--- src/rtl/booth_mul_seq_if.sv ---
// Purpose: request/response bundle between the FP multiplier controller and booth_mul_seq.
// Latency: n/a (wiring only).
// Backpressure: level request (Data_valid) answered by a one-cycle Ack; no other flow control.
//
// Signals:
//   Datain1, Datain2 : unsigned mantissa operands (hidden bit included)
//   Data_valid       : level request, held by the caller until it samples Ack
//   Dataout          : registered 2*WIDTH-bit product, valid with Ack and held afterwards
//   Ack              : one-cycle completion pulse
//   Busy             : multiplier is not idle
// Modports: master = caller side, slave = multiplier side.

interface booth_mul_seq_if #(
    parameter int WIDTH = 8
);
    logic [WIDTH-1:0]   Datain1;
    logic [WIDTH-1:0]   Datain2;
    logic               Data_valid;
    logic [2*WIDTH-1:0] Dataout;
    logic               Ack;
    logic               Busy;

    modport master (
        output Datain1,
        output Datain2,
        output Data_valid,
        input  Dataout,
        input  Ack,
        input  Busy
    );

    modport slave (
        input  Datain1,
        input  Datain2,
        input  Data_valid,
        output Dataout,
        output Ack,
        output Busy
    );
endinterface

--- src/rtl/booth_mul_seq.sv ---
// Purpose: sequential radix-2 Booth multiplier for unsigned WIDTH-bit mantissas, 2*WIDTH-bit product.
// Latency: accept edge T -> Ack during cycle T+WIDTH+2; zero operand -> Ack during cycle T+1.
// Backpressure: one request at a time; a request still high after Ack parks in HOLD until it drops.
//
// Ports:
//   CLK  : clock, rising edge
//   RSTn : asynchronous active-low reset, clears all state and outputs immediately
//   bus  : booth_mul_seq_if.slave (operands, Data_valid in; Dataout, Ack, Busy out)

module booth_mul_seq #(
    parameter int WIDTH = 8
) (
    input  logic             CLK,
    input  logic             RSTn,
    booth_mul_seq_if.slave   bus
);

    // Operands carry one extra zero MSB so signed Booth recoding yields the
    // unsigned product; the accumulator carries one more bit again so that
    // A +/- M never overflows.
    localparam int QW = WIDTH + 1;
    localparam int AW = WIDTH + 2;
    localparam int CW = $clog2(WIDTH + 1);

    typedef enum logic [1:0] {
        IDLE = 2'd0,
        RUN  = 2'd1,
        DONE = 2'd2,
        HOLD = 2'd3
    } state_t;

    state_t             state;
    state_t             state_nxt;

    logic [QW-1:0]      m;
    logic [QW-1:0]      m_nxt;
    logic [QW-1:0]      q;
    logic [QW-1:0]      q_nxt;
    logic               qm1;
    logic               qm1_nxt;
    logic [AW-1:0]      a;
    logic [AW-1:0]      a_nxt;
    logic [CW-1:0]      cnt;
    logic [CW-1:0]      cnt_nxt;
    logic [2*WIDTH-1:0] dout;
    logic [2*WIDTH-1:0] dout_nxt;
    logic               ack;
    logic               ack_nxt;

    // One Booth step worth of datapath, evaluated every cycle and only
    // committed while in RUN.
    logic [AW-1:0]      m_ext;
    logic [AW-1:0]      a_sum;
    logic [AW-1:0]      a_shr;
    logic [QW-1:0]      q_shr;
    logic               last_step;
    logic               zero_op;

    always_comb begin
        m_ext = {m[QW-1], m};
        a_sum = a;
        case ({q[0], qm1})
            2'b01:   a_sum = a + m_ext;
            2'b10:   a_sum = a - m_ext;
            default: a_sum = a;
        endcase
        // Arithmetic right shift of {A, Q, Q_-1}: A's MSB is replicated,
        // A's LSB falls into Q, and Q's LSB becomes the new Q_-1.
        a_shr = {a_sum[AW-1], a_sum[AW-1:1]};
        q_shr = {a_sum[0], q[QW-1:1]};
    end

    assign last_step = (cnt == CW'(WIDTH));
    assign zero_op   = (bus.Datain1 == '0) || (bus.Datain2 == '0);

    // Next-state and datapath update.
    always_comb begin
        state_nxt = state;
        m_nxt     = m;
        q_nxt     = q;
        qm1_nxt   = qm1;
        a_nxt     = a;
        cnt_nxt   = cnt;
        dout_nxt  = dout;
        ack_nxt   = 1'b0;

        case (state)
            IDLE: begin
                if (bus.Data_valid) begin
                    m_nxt   = {1'b0, bus.Datain1};
                    q_nxt   = {1'b0, bus.Datain2};
                    qm1_nxt = 1'b0;
                    a_nxt   = '0;
                    cnt_nxt = '0;
                    if (zero_op) begin
                        // Product is trivially zero: skip the iterations.
                        dout_nxt  = '0;
                        ack_nxt   = 1'b1;
                        state_nxt = DONE;
                    end else begin
                        state_nxt = RUN;
                    end
                end
            end

            RUN: begin
                a_nxt   = a_shr;
                q_nxt   = q_shr;
                qm1_nxt = q[0];
                cnt_nxt = cnt + CW'(1);
                if (last_step) begin
                    // Product is non-negative and fits in the low 2*WIDTH
                    // bits of {A, Q} after the final shift.
                    dout_nxt  = {a_shr[WIDTH-2:0], q_shr};
                    ack_nxt   = 1'b1;
                    state_nxt = DONE;
                end
            end

            DONE: begin
                // A caller that has not yet dropped its request must not be
                // accepted again, so park in HOLD until it does.
                state_nxt = bus.Data_valid ? HOLD : IDLE;
            end

            HOLD: begin
                if (!bus.Data_valid) begin
                    state_nxt = IDLE;
                end
            end

            default: begin
                state_nxt = IDLE;
            end
        endcase
    end

    always_ff @(posedge CLK or negedge RSTn) begin
        if (!RSTn) begin
            state <= IDLE;
        end else begin
            state <= state_nxt;
        end
    end

    always_ff @(posedge CLK or negedge RSTn) begin
        if (!RSTn) begin
            m    <= '0;
            q    <= '0;
            qm1  <= 1'b0;
            a    <= '0;
            cnt  <= '0;
            dout <= '0;
            ack  <= 1'b0;
        end else begin
            m    <= m_nxt;
            q    <= q_nxt;
            qm1  <= qm1_nxt;
            a    <= a_nxt;
            cnt  <= cnt_nxt;
            dout <= dout_nxt;
            ack  <= ack_nxt;
        end
    end

    assign bus.Dataout = dout;
    assign bus.Ack     = ack;
    assign bus.Busy    = (state != IDLE);

    // Ack is only ever raised on entry to DONE, and DONE never repeats.
    ack_in_done_a: assert property (
        @(posedge CLK) disable iff (!RSTn) ack |-> (state == DONE)
    );

    ack_single_a: assert property (
        @(posedge CLK) disable iff (!RSTn) ack |=> !ack
    );

    cnt_bound_a: assert property (
        @(posedge CLK) disable iff (!RSTn) (state == RUN) |-> (cnt <= CW'(WIDTH))
    );

endmodule

--- src/flat_wrapper.sv ---
// flat-port wrapper written by rule: the top's interface ports become plain ports
module booth_mul_seq_flat 
#(
    parameter int WIDTH = 8
)
  (CLK, RSTn, bus_Datain1, bus_Datain2, bus_Data_valid, bus_Dataout, bus_Ack, bus_Busy);
  booth_mul_seq_if #(.WIDTH(WIDTH)) bus_i ();
  input  logic CLK;
  input  logic RSTn;
  input wire logic [$bits(bus_i.Datain1)-1:0] bus_Datain1;
  input wire logic [$bits(bus_i.Datain2)-1:0] bus_Datain2;
  input wire logic [$bits(bus_i.Data_valid)-1:0] bus_Data_valid;
  output wire logic [$bits(bus_i.Dataout)-1:0] bus_Dataout;
  output wire logic [$bits(bus_i.Ack)-1:0] bus_Ack;
  output wire logic [$bits(bus_i.Busy)-1:0] bus_Busy;
  assign bus_i.Datain1 = bus_Datain1;
  assign bus_i.Datain2 = bus_Datain2;
  assign bus_i.Data_valid = bus_Data_valid;
  assign bus_Dataout = bus_i.Dataout;
  assign bus_Ack = bus_i.Ack;
  assign bus_Busy = bus_i.Busy;
  booth_mul_seq #(.WIDTH(WIDTH)) u_core (.CLK(CLK), .RSTn(RSTn), .bus(bus_i));
endmodule
--- config.mk ---
export PLATFORM = sky130hd
export DESIGN_NAME = booth_mul_seq_flat
export DESIGN_NICKNAME = d
export VERILOG_FILES = /design/src/rtl/booth_mul_seq_if.sv /design/src/rtl/booth_mul_seq.sv /design/src/flat_wrapper.sv
export SDC_FILE = /design/constraint.sdc
export NUM_CORES = 1
export LEC_CHECK = 0
export ABC_AREA = 1
export ABC_CLOCK_PERIOD_IN_PS = 2800
export CAP_MARGIN = 15
export CORE_MARGIN = 1
export CORE_UTILIZATION = 45
export CTS_BUF_LIST = sky130_fd_sc_hd__clkbuf_4
export DETAILED_ROUTE_END_ITERATION = 10
export GPL_TIMING_DRIVEN = 0
export PLACE_DENSITY = 0.67
export SLEW_MARGIN = 40
export SYNTH_ARGS = -nofsm -noshare
export SYNTH_HDL_FRONTEND = slang
export SYNTH_SLANG_ARGS = --single-unit
--- constraint.sdc ---
create_clock -name CLK -period 2.8 [get_ports CLK]
set_input_delay 0.56 -clock CLK [delete_from_list [all_inputs] [get_ports CLK]]
set_output_delay 0.56 -clock CLK [all_outputs]
set_load 0.03 [all_outputs]
==> results.cfg, run 1 <==
[setup_path]
slowest_delay_ps = 440
cp_common_cell = inv_1
cpMaxStageDelayCell = dfrtp_1
crit_fanout = 5
critical-path-top-delay-family = simple AND/OR/NAND/NOR gates
criticalPathCategory = flop to flop
arrival_ps = 2840
cp_num_buf_inv = 5
crit_path_end_kind = flop
start_kind = flop
worst_ep_required_time_ps = 3090
path_cells = inv_1 -> ha_1 -> inv_1 -> nor2_1 -> inv_1 -> o31ai_2 -> xor2_1 -> inv_1 -> ha_1 -> nand2_1 -> inv_1 -> a21oi_1 -> nand3b_1 -> nand3_1 -> nand2_1 -> nand2_1 -> nand2_1

[power]
p_total_mw = 4.13
p_leak_nw = 1.75
power_density_nw_per_um2 = 1220
irDropWorstVdd_v = 0.000532

[timing]
rsz0062_at_grt = false
fmax_ghz = 0.393
final_hold_viol_count = 0
period_minus_slack_ps = 2550
finalCritPeriodShare_pct = 90.9
finClkSkew_ps = 11.3
finalMaxSlewViolations = 0
tightest_slew_ps = 562
maxSlewHeadroom_pct = 62.1
final-setup-viol-count = 0

[min_path]
hold_class = input port to async pin

[routing]
wire_per_inst_um = 12.5
ant_nets = 0
viasPerCell = 4.93
via_count = 2443
totalWireLength_mm = 6.18
dr.pass1.iters = 4
remaining_drc_errors = 0
detailedRoute.firstIterationViolations = 171

[placed_design]
post_dp_cell_area_um2 = 3310
gp_congestion = 0.914
post-dp-hpwl_mm = 4.79
numPortBuffers = 36

[final_layout]
nFillCells = 601
final_cell_mix = 118 x nand2_1, 54 x inv_1, 50 x dfrtp_1, 35 x clkdlybuf4s50_1, 30 x nor2_1
area_growth_pct = 18.8
antenna_cells = 0
layout_commonest_cell = nand2_1
fin_nets = 453
final_area_um2 = 3370
drive_above_1_share_pct = 6.65
post-route-util_pct = 56.3

[floorplanning]
initial_core_util_pct = 47.4
fp.dieH_um = 81.4
core_area_um2 = 5990
die-area_um2 = 6630
ios = 37
num_rows = 28
die_width_um = 81.4

[clocking]
path_clk_slew_ps = 160
cts.hold.buffers_added = 0
clock_sinks = 50
cts_root_buf = clkbuf_4
cts_buffers = 5
clock_latency_ps = 380
h-tree-depth = 2
postCtsSetupBuffers = 0
cts_tree = yes
cts_resized = 0
clockBufferDepth = 2

[yosys]
syn_area_um2 = 2840
syn-num-nets = 409
synth_top_area_cell = dfrtp_1
yosysWarnings = 0
ys_top_cells_by_area = dfrtp_1 44%, nand2_1 16%, inv_1 7.1%
syn_avg_cell_area_um2 = 7.55
synth_edf_count = 0
syn_inst = 376
synth_cell_type_count = 32
synth_seq_area_share_pct = 44.1
ys_async_sr_fraction_pct = 100
ys_ff_latch = 50
synthFlopType = dfrtp_1
synth_top_area_share_pct = 44.1

[global_routing]
grt_max_degree = 35
grt_pass1_vias = 2268
grt_overflow = 0
antenna_found_initial = 0
grt_pass1_wl_mm = 10.5
grt_usage_pct = 21.0

[job]
timing.max_cap.violations = 0

[outcome]
status = complete, no violations
worst paths after layout:
path / startpoint / endpoint / slack, ps / cells past startpoint
worst max-delay path: u_core.m[0]$_DFFE_PN0P_ / u_core.bus.Dataout[15]$_DFFE_PN0P_ / 250 / 17
worst min-delay path: RSTn / u_core.a[8]$_DFFE_PN0P_ / 20 / 1
worst max register to register: u_core.m[0]$_DFFE_PN0P_ / u_core.bus.Dataout[15]$_DFFE_PN0P_ / 250 / 17
worst min register to register: u_core.bus.Dataout[11]$_DFFE_PN0P_ / u_core.bus.Dataout[11]$_DFFE_PN0P_ / 500 / 2
max in group asynchronous: RSTn / u_core.bus.Dataout[5]$_DFFE_PN0P_ / 2330 / 2
min in group CLK: u_core.bus.Dataout[11]$_DFFE_PN0P_ / u_core.bus.Dataout[11]$_DFFE_PN0P_ / 500 / 2
flip-flops by register name (all words and copies together) (netlist names):
register and count:
u_core.bus.Dataout 16, u_core.m 8, u_core.qm1 1, u_core.state 2
u_core.cnt 4, u_core.a 9, u_core.q 9, u_core.bus.Ack 1
layout make-up:
type	count	area [um2]	share of cell area, %
clock buffers	5	37.5	1.11
flip-flops and latches	50	1250	37.1
repair buffers	37	378	11.2
clock inverters	3	20.0	0.594
inverters	59	224	6.64
well taps	75	93.8	2.78
plain buffers	6	41.3	1.22
multi-input cells	261	1330	39.3
worst reg2reg max path, delay by kind of cell (launching register included):
family,cells,cell delay [ps]
compound gates,2,380
fa+ha+maj,2,480
xor+xnor,1,180
simple gates,7,630
buf+inv,5,370
flops,1,440
power breakdown:
group / switching [mW] / internal, mW
Sequential: 0.192 / 1.02
Combinational: 1.62 / 0.947
Clock: 0.248 / 0.0988
kinds of logic after synthesis:
group / share of synthesized area (%)
AOI/OAI and AO/OA: 13.3
xor gates and xnor gates: 1.85
adders and majority gates: 6.44
buffers and inverters: 9.35
DFF: 44.1
and+or+nand+nor: 25.0
per-stage QoR:
step | instances | setup TNS, ps | hold WS, ps | worst slack (ps)
finish | 496 | 0 | 24.2 | 254
global route | 496 | 0 | 22.4 | 44.7
floorplan | 376 | 0 | 264 | 534
CTS | 496 | 0 | 16.0 | 223
detailed placement | 488 | 0 | 450 | 232
global placement | 487 | -20150 | 461 | -405
metal layers:
metal / GRT usage [%] / routed length, um
met5: 0 / 0
met4: 4.64 / 36
met3: 4.56 / 217
met2: 33.2 / 2850
met1: 29.5 / 3070
synth_stat cells, types with 2 or more instances:
cell,instances
nand2_1,118
inv_1,54
dfrtp_1,50
nor2_1,30
o21ai_0,23
a21oi_1,22
nand3_1,18
ha_1,13
o21ai_1,5
xor2_1,5
inv_2,4
o211ai_1,4
buf_2,3
o22ai_1,3
buf_6,2
nand2_2,2
nand4_1,2
nor2_2,2
o21bai_1,2
o31ai_1,2
(Power assumes the default switching activity.)
==> run 2: changes to the inputs <==
Settings changed: CTS_CLUSTER_DIAMETER from default to 200, SLEW_MARGIN 40 to default.
==> results.cfg, run 2 (synthesis gave the netlist of run 1 again) <==
[setup_path]
worst_ep_required_time_ps = 3090
cp.depth = 17
r2r-start = u_core.m[0]$_DFFE_PN0P_
criticalPathCategory = flop to flop
slowest_delay_ps = 440
path_cells = inv_1 -> ha_1 -> inv_1 -> nor2_1 -> inv_1 -> o31ai_1 -> xor2_1 -> inv_1 -> ha_1 -> nand2_1 -> inv_1 -> a21oi_1 -> nand3b_1 -> nand3_1 -> nand2_1 -> nand2_1 -> nand2_1
critical-path-top-delay-family = simple AND/OR/NAND/NOR gates
ff2ff_path_depth = 17
start_kind = flop
rrSetupSlack_ps = 170
arrival_ps = 2920
cp_common_cell = inv_1
cpMaxStageDelayCell = dfrtp_1
cp_num_buf_inv = 5
crit_path_end_kind = flop
rr_endpoint = u_core.bus.Dataout[15]$_DFFE_PN0P_
crit_fanout = 5

[min_path]
hold_class = input port to async pin

[floorplanning]
ios = 37
fp.dieH_um = 81.4
core_area_um2 = 5990
die-area_um2 = 6630
die_width_um = 81.4
num_rows = 28
initial_core_util_pct = 47.4

[clocking]
clock_sinks = 50
cts_buffers = 5
cts_root_buf = clkbuf_4
cts_tree = yes
cts.hold.buffers_added = 0
clockBufferDepth = 2
path_clk_slew_ps = 160
clock_latency_ps = 370
h-tree-depth = 2
cts_resized = 0
postCtsSetupBuffers = 0

[final_layout]
area_growth_pct = 18.6
post-route-util_pct = 56.2
seqCellArea_um2 = 1250
antenna_cells = 0
fin_nets = 453
drive_above_1_share_pct = 6.41
nFillCells = 581
final_cell_mix = 118 x nand2_1, 54 x inv_1, 50 x dfrtp_1, 35 x clkdlybuf4s50_1, 30 x nor2_1
layout_commonest_cell = nand2_1
instances_no_fill = 496
multi_input_area_um2 = 1320
largest_register_ffs = 16

[timing]
tns_ps = 0
final_hold_viol_count = 0
hold_slack_ps = 99.3
tightest_slew_ps = 568
finalCritPeriodShare_pct = 93.8
period_minus_slack_ps = 2630
finClkSkew_ps = 16.2
setup_ws_ps = 174
final-setup-viol-count = 0
maxSlewHeadroom_pct = 61.7
fmax_ghz = 0.381
rsz0062_at_grt = false
finalMaxSlewViolations = 0

[placed_design]
numPortBuffers = 36
gp_congestion = 0.914
post-dp-hpwl_mm = 4.79
placedCellCount = 488
dp_worst_setup_slack_ps = 231

[job]
timing.max_cap.violations = 0

[routing]
viasPerCell = 4.98
via_count = 2469
ant_nets = 0
detailedRoute.firstIterationViolations = 167
wire_per_inst_um = 12.5
remaining_drc_errors = 0
dr.pass1.iters = 5
totalWireLength_mm = 6.22

[global_routing]
grt_overflow = 0
grt_usage_pct = 21.0
grt_pass1_wl_mm = 10.6
antenna_found_initial = 0
grt_max_degree = 35
grt_pass1_vias = 2287

[power]
power_density_nw_per_um2 = 1230
irDropWorstVdd_v = 0.000544
p_leak_nw = 1.75

[outcome]
status = complete, no violations
[run 2: cell counts in the layout (fill, tap and decap cells not counted)]
No cell type changed its count.
[run 2: report_power, final]
part	total, mW	switching (mW)	internal (mW)	leakage, nW
sequential	1.21	0.190	1.02	0.653
clock	0.345	0.246	0.0988	0.0292
combinational	2.57	1.63	0.944	1.06
[run 2: area by class of cell]
cell class                      count  area share [%]
Multi-Input combinational cell    261            39.3
Sequential cell                    50            37.2
Timing Repair Buffer               37            11.2
Inverter                           59            6.66
Tap cell                           75            2.79
Buffer                              6            1.23
Clock buffer                        5            1.12
Clock inverter                      3           0.595
[run 2: worst max-delay path by stage]
stage	slack, ps	to	from
2_1_floorplan	530	u_core.bus.Dataout[15]$_DFFE_PN0P_	u_core.m[0]$_DFFE_PN0P_
3_3_place_gp	-410	u_core.q[4]$_DFFE_PN0P_	RSTn
3_5_place_dp	230	u_core.bus.Dataout[15]$_DFFE_PN0P_	u_core.m[0]$_DFFE_PN0P_
4_1_cts	220	u_core.bus.Dataout[15]$_DFFE_PN0P_	u_core.m[0]$_DFFE_PN0P_
5_1_grt	2	u_core.bus.Dataout[15]$_DFFE_PN0P_	u_core.m[0]$_DFFE_PN0P_
6_report	170	u_core.bus.Dataout[15]$_DFFE_PN0P_	u_core.m[0]$_DFFE_PN0P_
[run 2: worst register-to-register path: stages, from the launching register on]
cell	delay (ps)
dfrtp_1	440
inv_1	110
ha_1	150
inv_1	50
nor2_1	120
inv_1	90
o31ai_1	260
xor2_1	200
inv_1	60
ha_1	330
nand2_1	140
inv_1	50
a21oi_1	180
nand3b_1	90
nand3_1	120
nand2_1	80
nand2_1	60
nand2_1	40
[run 2: through the flow]
step	area [um2]	total power, mW
2_1_floorplan	2840	3.07
3_3_place_gp	3290	3.72
3_5_place_dp	3310	3.78
4_1_cts	3360	4.14
5_1_grt	3360	4.55
6_report	3360	4.12
[run 2: per-layer routing]
layer	wire, um	global-route usage [%]	vias to the layer above	share of wire (%)
met5	0	0	-	0
met4	103	6.61	0	1.7
met3	195	3.33	12	3.1
met2	2740	33.0	47	44
met1	3180	29.5	1130	51
li1	-	-	1280	-
==> run 3: changes to the inputs <==
Settings changed: DONT_BUFFER_PORTS from default to 1, PLACE_DENSITY 0.67 to default.
==> results.cfg, run 3 (synthesis gave the netlist of run 1 again) <==
[outcome]
status = complete, no violations

[clocking]
h-tree-depth = 2
clock_latency_ps = 370
clock_sinks = 50
cts_tree = yes
cts_root_buf = clkbuf_4
cts_buffers = 5
postCtsSetupBuffers = 0
path_clk_slew_ps = 160
clockBufferDepth = 2

[global_routing]
grt_pass1_wl_mm = 10.7
grt_max_degree = 51
antenna_found_initial = 0
grt_overflow = 0
grt_usage_pct = 21.2
grt_pass1_vias = 2276

[setup_path]
slowest_delay_ps = 440
crit_fanout = 5
cpMaxStageDelayCell = dfrtp_1
worst_ep_required_time_ps = 3090
criticalPathCategory = flop to flop
arrival_ps = 2790
critical-path-top-delay-family = simple AND/OR/NAND/NOR gates
start_kind = flop
cp_common_cell = nand2_1
ff2ff_path_depth = 18
crit_path_end_kind = flop
cp.depth = 18
path_cells = inv_1 -> ha_1 -> inv_1 -> nor2_1 -> inv_1 -> o31ai_1 -> xor2_1 -> inv_1 -> ha_4 -> nand2_1 -> nor2_1 -> nand2_1 -> nand2_1 -> nand2_1 -> nand3_1 -> nand2_1 -> nand2_1 -> nand2_1
cp_num_buf_inv = 4

[routing]
detailedRoute.firstIterationViolations = 79
dr.pass1.iters = 4
remaining_drc_errors = 0
wire_per_inst_um = 13.7
viasPerCell = 5.08
ant_nets = 0
via_count = 2331
totalWireLength_mm = 6.31

[final_layout]
final_area_um2 = 3050
largest_register_ffs = 16
nFillCells = 587
area_growth_pct = 7.54
drive_above_1_share_pct = 7.29
instances_no_fill = 459
fin_nets = 417
antenna_cells = 0
final_cell_mix = 118 x nand2_1, 54 x inv_1, 50 x dfrtp_1, 30 x nor2_1, 23 x o21ai_0
layout_commonest_cell = nand2_1

[timing]
finalCritPeriodShare_pct = 89.3
rsz0062_at_grt = false
maxSlewHeadroom_pct = 62.8
final-setup-viol-count = 0
tns_ps = 0
finalMaxSlewViolations = 0
final_hold_viol_count = 0
period_minus_slack_ps = 2500
tightest_slew_ps = 553
fmax_ghz = 0.400
finClkSkew_ps = 23.1
setup_ws_ps = 299

[floorplanning]
ios = 37
fp.dieH_um = 81.4
num_rows = 28
die-area_um2 = 6630
core_area_um2 = 5990
initial_core_util_pct = 47.4
die_width_um = 81.4

[job]
timing.max_cap.violations = 0

[placed_design]
gp_congestion = 0.846
numPortBuffers = 0
post_dp_cell_area_um2 = 2930
placedCellCount = 451
post-dp-hpwl_mm = 4.79
dp_worst_setup_slack_ps = 202

[power]
p_leak_nw = 1.63
irDropWorstVdd_v = 0.000552
power_density_nw_per_um2 = 1330

[min_path]
hold_class = input port to async pin
-- run 3: power breakdown --
part	switching, mW	internal [mW]	leakage [nW]
Sequential	0.396	1.02	0.653
Clock	0.236	0.185	0.0413
Combinational	1.43	0.782	0.933
Total	2.06	1.98	1.63
-- run 3: area by class of cell --
| cell class | count | area (um2) | area share (%) |
|---|---|---|---|
| Timing Repair Buffer | 1 | 27.5 | 0.902 |
| Sequential cell | 50 | 1250 | 41.0 |
| Inverter | 59 | 224 | 7.34 |
| Buffer | 6 | 41.3 | 1.35 |
| Multi-Input combinational cell | 261 | 1340 | 43.8 |
| Clock inverter | 2 | 38.8 | 1.27 |
| Tap cell | 75 | 93.8 | 3.08 |
| Clock buffer | 5 | 37.5 | 1.23 |
-- run 3: through the flow --
step	util (%)	hold slack, ps	power [mW]
2_1_floorplan	-	264	3.07
3_3_place_gp	48.9	265	3.52
3_5_place_dp	48.9	266	3.57
4_1_cts	50.7	16.6	4.02
5_1_grt	50.9	17.6	4.49
6_report	50.9	24.4	4.05
-- run 3: worst paths after layout --
kind	startpoint	endpoint	slack, ps
worst max-delay path	u_core.m[0]$_DFFE_PN0P_	u_core.bus.Dataout[15]$_DFFE_PN0P_	300
worst min-delay path	RSTn	u_core.q[4]$_DFFE_PN0P_	20
worst max register to register	u_core.m[0]$_DFFE_PN0P_	u_core.bus.Dataout[15]$_DFFE_PN0P_	300
worst min register to register	u_core.cnt[2]$_DFFE_PN0P_	u_core.cnt[2]$_DFFE_PN0P_	510
max in group asynchronous	RSTn	u_core.a[4]$_DFFE_PN0P_	2550
min in group CLK	bus_Datain1[5]	u_core.m[5]$_DFFE_PN0P_	300
-- run 3: routing by layer --
layer,track usage [%],routed length [um],share of wire (%)
met1,29.1,3110,49
met2,33.3,2890,46
met3,3.89,208,3.3
met4,8.04,98,1.6
met5,0,0,0
-- run 3: timing repair --
item	CTS	global route
gates resized for setup	0	2
hold endpoints to repair	50	0
endpoints found under the setup margin	0	1
hold buffers	1	0
==> RTL edit 1: new RTL, config.mk and constraints of run 1 <==
The 4 states of `state_t` get a one-hot encoding in 4 bits.
--- a/src/rtl/booth_mul_seq.sv
+++ b/src/rtl/booth_mul_seq.sv
@@ -23,9 +23,9 @@
     localparam int CW = $clog2(WIDTH + 1);
 
-    typedef enum logic [1:0] {
-        IDLE = 2'd0,
-        RUN  = 2'd1,
-        DONE = 2'd2,
-        HOLD = 2'd3
+    typedef enum logic [3:0] {
+        IDLE = 4'b0001,
+        RUN  = 4'b0010,
+        DONE = 4'b0100,
+        HOLD = 4'b1000
     } state_t;
 
Function: same outputs for any inputs over 10 cycles, from zero or initial values and one cycle with RSTn low; not proved beyond that.
==> RTL edit 1 against run 1 <==
Power grew 12%. Sequential cell count rose by 2. The flow now finishes with violations (DRC). Die area up 6.0%. Area after synthesis grew 6.2%. Highest routed layer unchanged. Cell area up 6.5%. Routed wire length increased by 3.3%. Setup slack gained 0.11 ns. Synthesized cell count shrank 0.80%. Critical endpoint unchanged.
==> RTL edit 1: results (changes against run 1) <==
* Area contributors post-synth: dfrtp_1, nand2_1, nand3_1
* Vias in the first global route at 2405 (+6.0%)
* Max-Slew Margin vs Limit at 0.711 (+0.0894)
* Sequential-to-total area share from yosys stat at 0.432 (-0.00861)
* Final WL at 6380 µm (+3.3%)
* Placed insts at 487 (-0.20%)
* Global-route wire length before repair at 11200 µm (+6.2%)
* Met2 routed WL at 2960 µm (+4.1%)
* First-pass DRT Iterations at 8 (+4)
* Worst VDD drop at 0.593 mV (+11%)
* Critical-path maximum fanout at 5 (unchanged)
* Final hold slack at 0.0224 ns (-0.00187 ns)
* Leak pwr at 1.82 nW (+4.3%)
* Reg2Reg Setup Slack at 0.37 ns (+0.11 ns)
* GRT Util Overall at 0.200 (-0.0101)
* Gp weighted congestion at 0.843 (-7.8%)
* Max Clock Skew at 0.0160 ns (+0.00468 ns)
* Synthesized Nets at 406 (-0.73%)
* Cells after synthesis at 373 (-0.80%)
* Run status: finished, violations left
* Post-placement setup slack at 0.186 ns (-0.0466 ns)
* Comb pwr at 2.91 mW (+13%)
* Synth unique cells at 35 (+9.4%)
* Metal3 WL at 223 µm (+2.8%)
* Commonest cells post-synth: nand2_1, dfrtp_1, inv_1, nand3_1, nor2_1
* Part of the power in registers at 0.275 (-0.018)
* Nets at 449 (-0.88%)
* Pin count of the biggest net entering global routing at 36 (+2.9%)
* FF-to-FF path depth at 18 (+1)
* Sw frac at 0.489 (-0.0104)
* Met1 wire length at 3120 µm (+1.6%)
* Vias per Instance at 5.11 (+3.8%)
* Drt wl/cell at 12.9 µm (+3.8%)
* DRC at 4 (+4)
* Fill cells at 619 (+3.0%)
* Fmax at 411 MHz (+4.7%)
* Failing checks: DRC
* Initial DRC Count at 155 (-9.4%)
* DP Area at 3490 µm² (+5.4%)
* Share of layout cells above drive strength 1 at 0.134 (+0.0678)
* DP HPWL at 4840 µm (+1.0%)
* CP arrival at 2.73 ns (-0.11 ns)
==> RTL edit 1: cell count changes after synthesis, moves of 9 or more <==
cell | run 1 | this run
nand3_1 | 18 | 34
inv_1 | 54 | 42
a21oi_1 | 22 | 10
o21ai_2 | 0 | 11
o21ai_0 | 23 | 14
nor2_1 | 30 | 19
==> RTL edit 1: cell type report <==
| class | instances | area (µm²) | share of cell area |
|---|---|---|---|
| Clock inverter | 2 | 38.8 | 0.0108 |
| Clock buffer | 6 | 45.0 | 0.0125 |
| Sequential cell | 52 | 1300 | 0.363 |
| Multi-Input combinational cell | 266 | 1490 | 0.415 |
| Buffer | 8 | 65.1 | 0.0181 |
| Tap cell | 77 | 96.3 | 0.0268 |
| Timing Repair Buffer | 37 | 378 | 0.105 |
| Inverter | 46 | 175 | 0.0488 |
==> RTL edit 1: cells by family after synthesis <==
group | synth area share
and+or+nand+nor | 0.279
AOI/OAI and AO/OA | 0.121
buffers and inverters | 0.0810
DFF | 0.432
adders and majority gates | 0.0606
xor gates and xnor gates | 0.0262
==> RTL edit 1: worst max-delay path, cell delays in order, from the launching register on <==
cell and delay [ns]:
dfrtp_1 0.42, inv_2 0.09, ha_1 0.14, inv_1 0.05
nor2_2 0.11, inv_1 0.08, nor3_2 0.19, a21oi_1 0.10
xor2_1 0.15, inv_1 0.11, ha_4 0.23, nand2_1 0.11
inv_1 0.06, a21oi_2 0.15, nand3_1 0.09, nand3_1 0.10
nand2_1 0.07, nand2_1 0.06, nand2_1 0.05
==> RTL edit 1: routing by layer <==
layer | up-vias | global-route usage
met4 | 0 | 0.0517
met2 | 49 | 0.314
met1 | 1181 | 0.285
met3 | 5 | 0.0366
met5 | - | 0
li1 | 1291 | -
==> RTL edit 2: new RTL, config.mk and constraints of run 1 <==
Made on the original files. `WIDTH` is set to 8 in 3 places; all go to 16.
--- a/src/rtl/booth_mul_seq_if.sv
+++ b/src/rtl/booth_mul_seq_if.sv
@@ -12,5 +12,5 @@
 
 interface booth_mul_seq_if #(
-    parameter int WIDTH = 8
+    parameter int WIDTH = 16
 );
     logic [WIDTH-1:0]   Datain1;
--- a/src/rtl/booth_mul_seq.sv
+++ b/src/rtl/booth_mul_seq.sv
@@ -9,5 +9,5 @@
 
 module booth_mul_seq #(
-    parameter int WIDTH = 8
+    parameter int WIDTH = 16
 ) (
     input  logic             CLK,
--- a/src/flat_wrapper.sv
+++ b/src/flat_wrapper.sv
@@ -2,5 +2,5 @@
 module booth_mul_seq_flat 
 #(
-    parameter int WIDTH = 8
+    parameter int WIDTH = 16
 )
   (CLK, RSTn, bus_Datain1, bus_Datain2, bus_Data_valid, bus_Dataout, bus_Ack, bus_Busy);
Interface: changed (resized bus_Datain1, bus_Datain2 and bus_Dataout); port bits go from 37 to 69. The function was not compared with the original's and may differ.
==> RTL edit 2 against run 1 <==
Via count up 110%. Maximum frequency down 7.7%. Cell area up 110%. Die area up 91%. Area after synthesis up 94%. Setup slack worse by 0.21 ns. Sequential cell count up 41. Routed wire length up 130%. Hold slack better by 0.47 ns. Synthesized cell count up 100%. Critical path type unchanged. Largest cell class unchanged. Highest routed layer unchanged.
Power is not shown: default switching activity piles up to over one toggle a cycle in this logic, so the estimate is an artifact.
==> RTL edit 2: results (changes against run 1) <==
* Sequential-to-total area share from yosys stat at 0.413 (-0.0276)
* Clock Path Buffers at 2 (unchanged)
* Clock Latency Late Sink at 0.49 ns (+0.11 ns)
* Worst Hold Endpoint: u_core.bus.Dataout[28]
* Critical-path maximum fanout at 4 (-1)
* Largest family of logic cells by synthesized area: simple AND/OR/NAND/NOR gates
* Synth unique cells at 42 (+31%)
* First-pass DRT Iterations at 5 (+1)
* Reg2reg start: u_core.m[1]
* Antenna violations before repair at 0 (unchanged)
* Post-route ant nets at 0 (unchanged)
* Slowest CP cell: dfrtp_1
* Antenna diode count at 0 (unchanged)
* Initial DRC Count at 351 (+110%)
* Ys async rst share at 1.00 (unchanged)
* Vias in the first global route at 4972 (+120%)
* Crit Reg-Reg Endpoint: u_core.bus.Dataout[29]
* Clock slew at reported path FFs at 0.15 ns
* Nets at 910 (+100%)
* Endpoints failing hold at 0 (unchanged)
* Final hold slack at 0.495 ns (+0.471 ns)
* Run status: finished clean
* Hold Crit Depth at 2
* Max Clock Skew at 0.0187 ns (+0.00736 ns)
* Compound-gate portion of the synthesized area at 0.109 (-0.0237)
* Hold/Removal Path Class: flip-flop to flip-flop
* Multiplexer area fraction after synthesis at 0.00182 (+0.00182)
* Max FFs per register at 32 (+16)
* DP HPWL at 10600 µm (+120%)
* Global-route wire length before repair at 23100 µm (+120%)
* Xor-xnor portion of the synthesized cell area at 0.0238 (+0.00533)
* Syn-to-layout area delta at 26.7%
* Worst Hold Launch: u_core.bus.Dataout[28]
* Fill cells at 1072 (+78%)
* Worst-Margin Slew at 0.449 ns (-0.113 ns)
* Slowest cell delay on critical path at 0.41 ns (-0.03 ns)
* DP Area at 6400 µm² (+93%)
* Share of layout cells above drive strength 1 at 0.163 (+0.0967)
* CP arrival at 3.16 ns (+0.32 ns)
* Commonest cells post-synth: nand2_1, inv_1, dfrtp_1, nand3_1
* Clock root cell: clkbuf_4
* Area contributors post-synth: dfrtp_1, nand2_1, inv_1
* Gp weighted congestion at 0.916 (+0.20%)
* Pin count of the biggest net entering global routing at 50 (+43%)
* Adder-Cell Fraction of Synth Area at 0.0513 (-0.0130)
* Reg2Reg Setup Slack at 0.04 ns (-0.21 ns)
* Synthesized Nets at 809 (+98%)
* GRT Util Overall at 0.233 (+0.0231)
* Yosys warns at 0 (unchanged)
* Final WL at 14400 µm (+130%)
* Num CTS Buffers at 9 (+4)
* FF-to-FF path depth at 19 (+2)
* Vias per Instance at 5.19 (+5.4%)
* Buffers on Ports at 68 (+89%)
* H-Tree Depth at 3 (+1)
## RTL edit 2: cell families (layout without fill, tap and decap cells)
kind of cell	Yosys count	after routing
and+or+nand+nor	390	390
buffers and inverters	127	233
AOI/OAI and AO/OA	106	106
muxes	1	1
DFF	91	91
xor gates and xnor gates	15	15
adders and majority gates	22	22
## RTL edit 2: worst max-delay path by stage
stage / startpoint / endpoint / slack, ns
after global routing: u_core.m[0] / u_core.bus.Dataout[30] / -0.16
final: u_core.m[1] / u_core.bus.Dataout[29] / 0.04
after CTS: u_core.m[1] / u_core.bus.Dataout[31] / 0.001
after floorplan: u_core.m[0] / u_core.bus.Dataout[31] / 0.28
after detailed placement: u_core.m[0] / u_core.bus.Dataout[31] / -0.23
after global placement: RSTn / u_core.bus.Dataout[7] / -2.24
## RTL edit 2: per-stage QoR
stage / setup slack [ns] / std cells
after floorplan: 0.281 / 752
after CTS: 0.00115 / 991
after global routing: -0.156 / 1005
after global placement: -2.24 / 967
after detailed placement: -0.229 / 968
final: 0.0425 / 1005
## RTL edit 2: timing repair
item | CTS | global route
resized for setup | 10 | 68
cloned | 0 | 1
setup endpoints to repair | 17 | 24
pin swaps | 6 | 27
endpoints found under the hold margin | 42 | 0
setup buffers | 6 | 13
hold buffers | 1 | 0
## RTL edit 2: final cells by class
type                    instances  area share
multi-input cells             534       0.427
flip-flops and latches         91       0.327
repair buffers                 90       0.125
inverters                     107      0.0583
well taps                     147      0.0264
plain buffers                  20      0.0197
clock buffers                  10      0.0108
clock inverters                 6     0.00610
## RTL edit 2: routing by layer
| metal | track usage | vias to the layer above | wire [µm] |
|---|---|---|---|
| li1 | - | 2582 | - |
| met5 | 0 | - | 0 |
| met3 | 0.0459 | 29 | 622 |
| met1 | 0.291 | 2478 | 6250 |
| met2 | 0.398 | 126 | 7250 |
| met4 | 0.0933 | 0 | 280 |
## RTL edit 2: critical path: cells and delay by family (launching register included)
family,cells,cell delay (ns)
adders and majority gates,2,0.40
AOI/OAI and AO/OA,1,0.15
and+or+nand+nor,11,1.12
xor gates and xnor gates,1,0.21
DFF,1,0.41
buffers and inverters,4,0.41
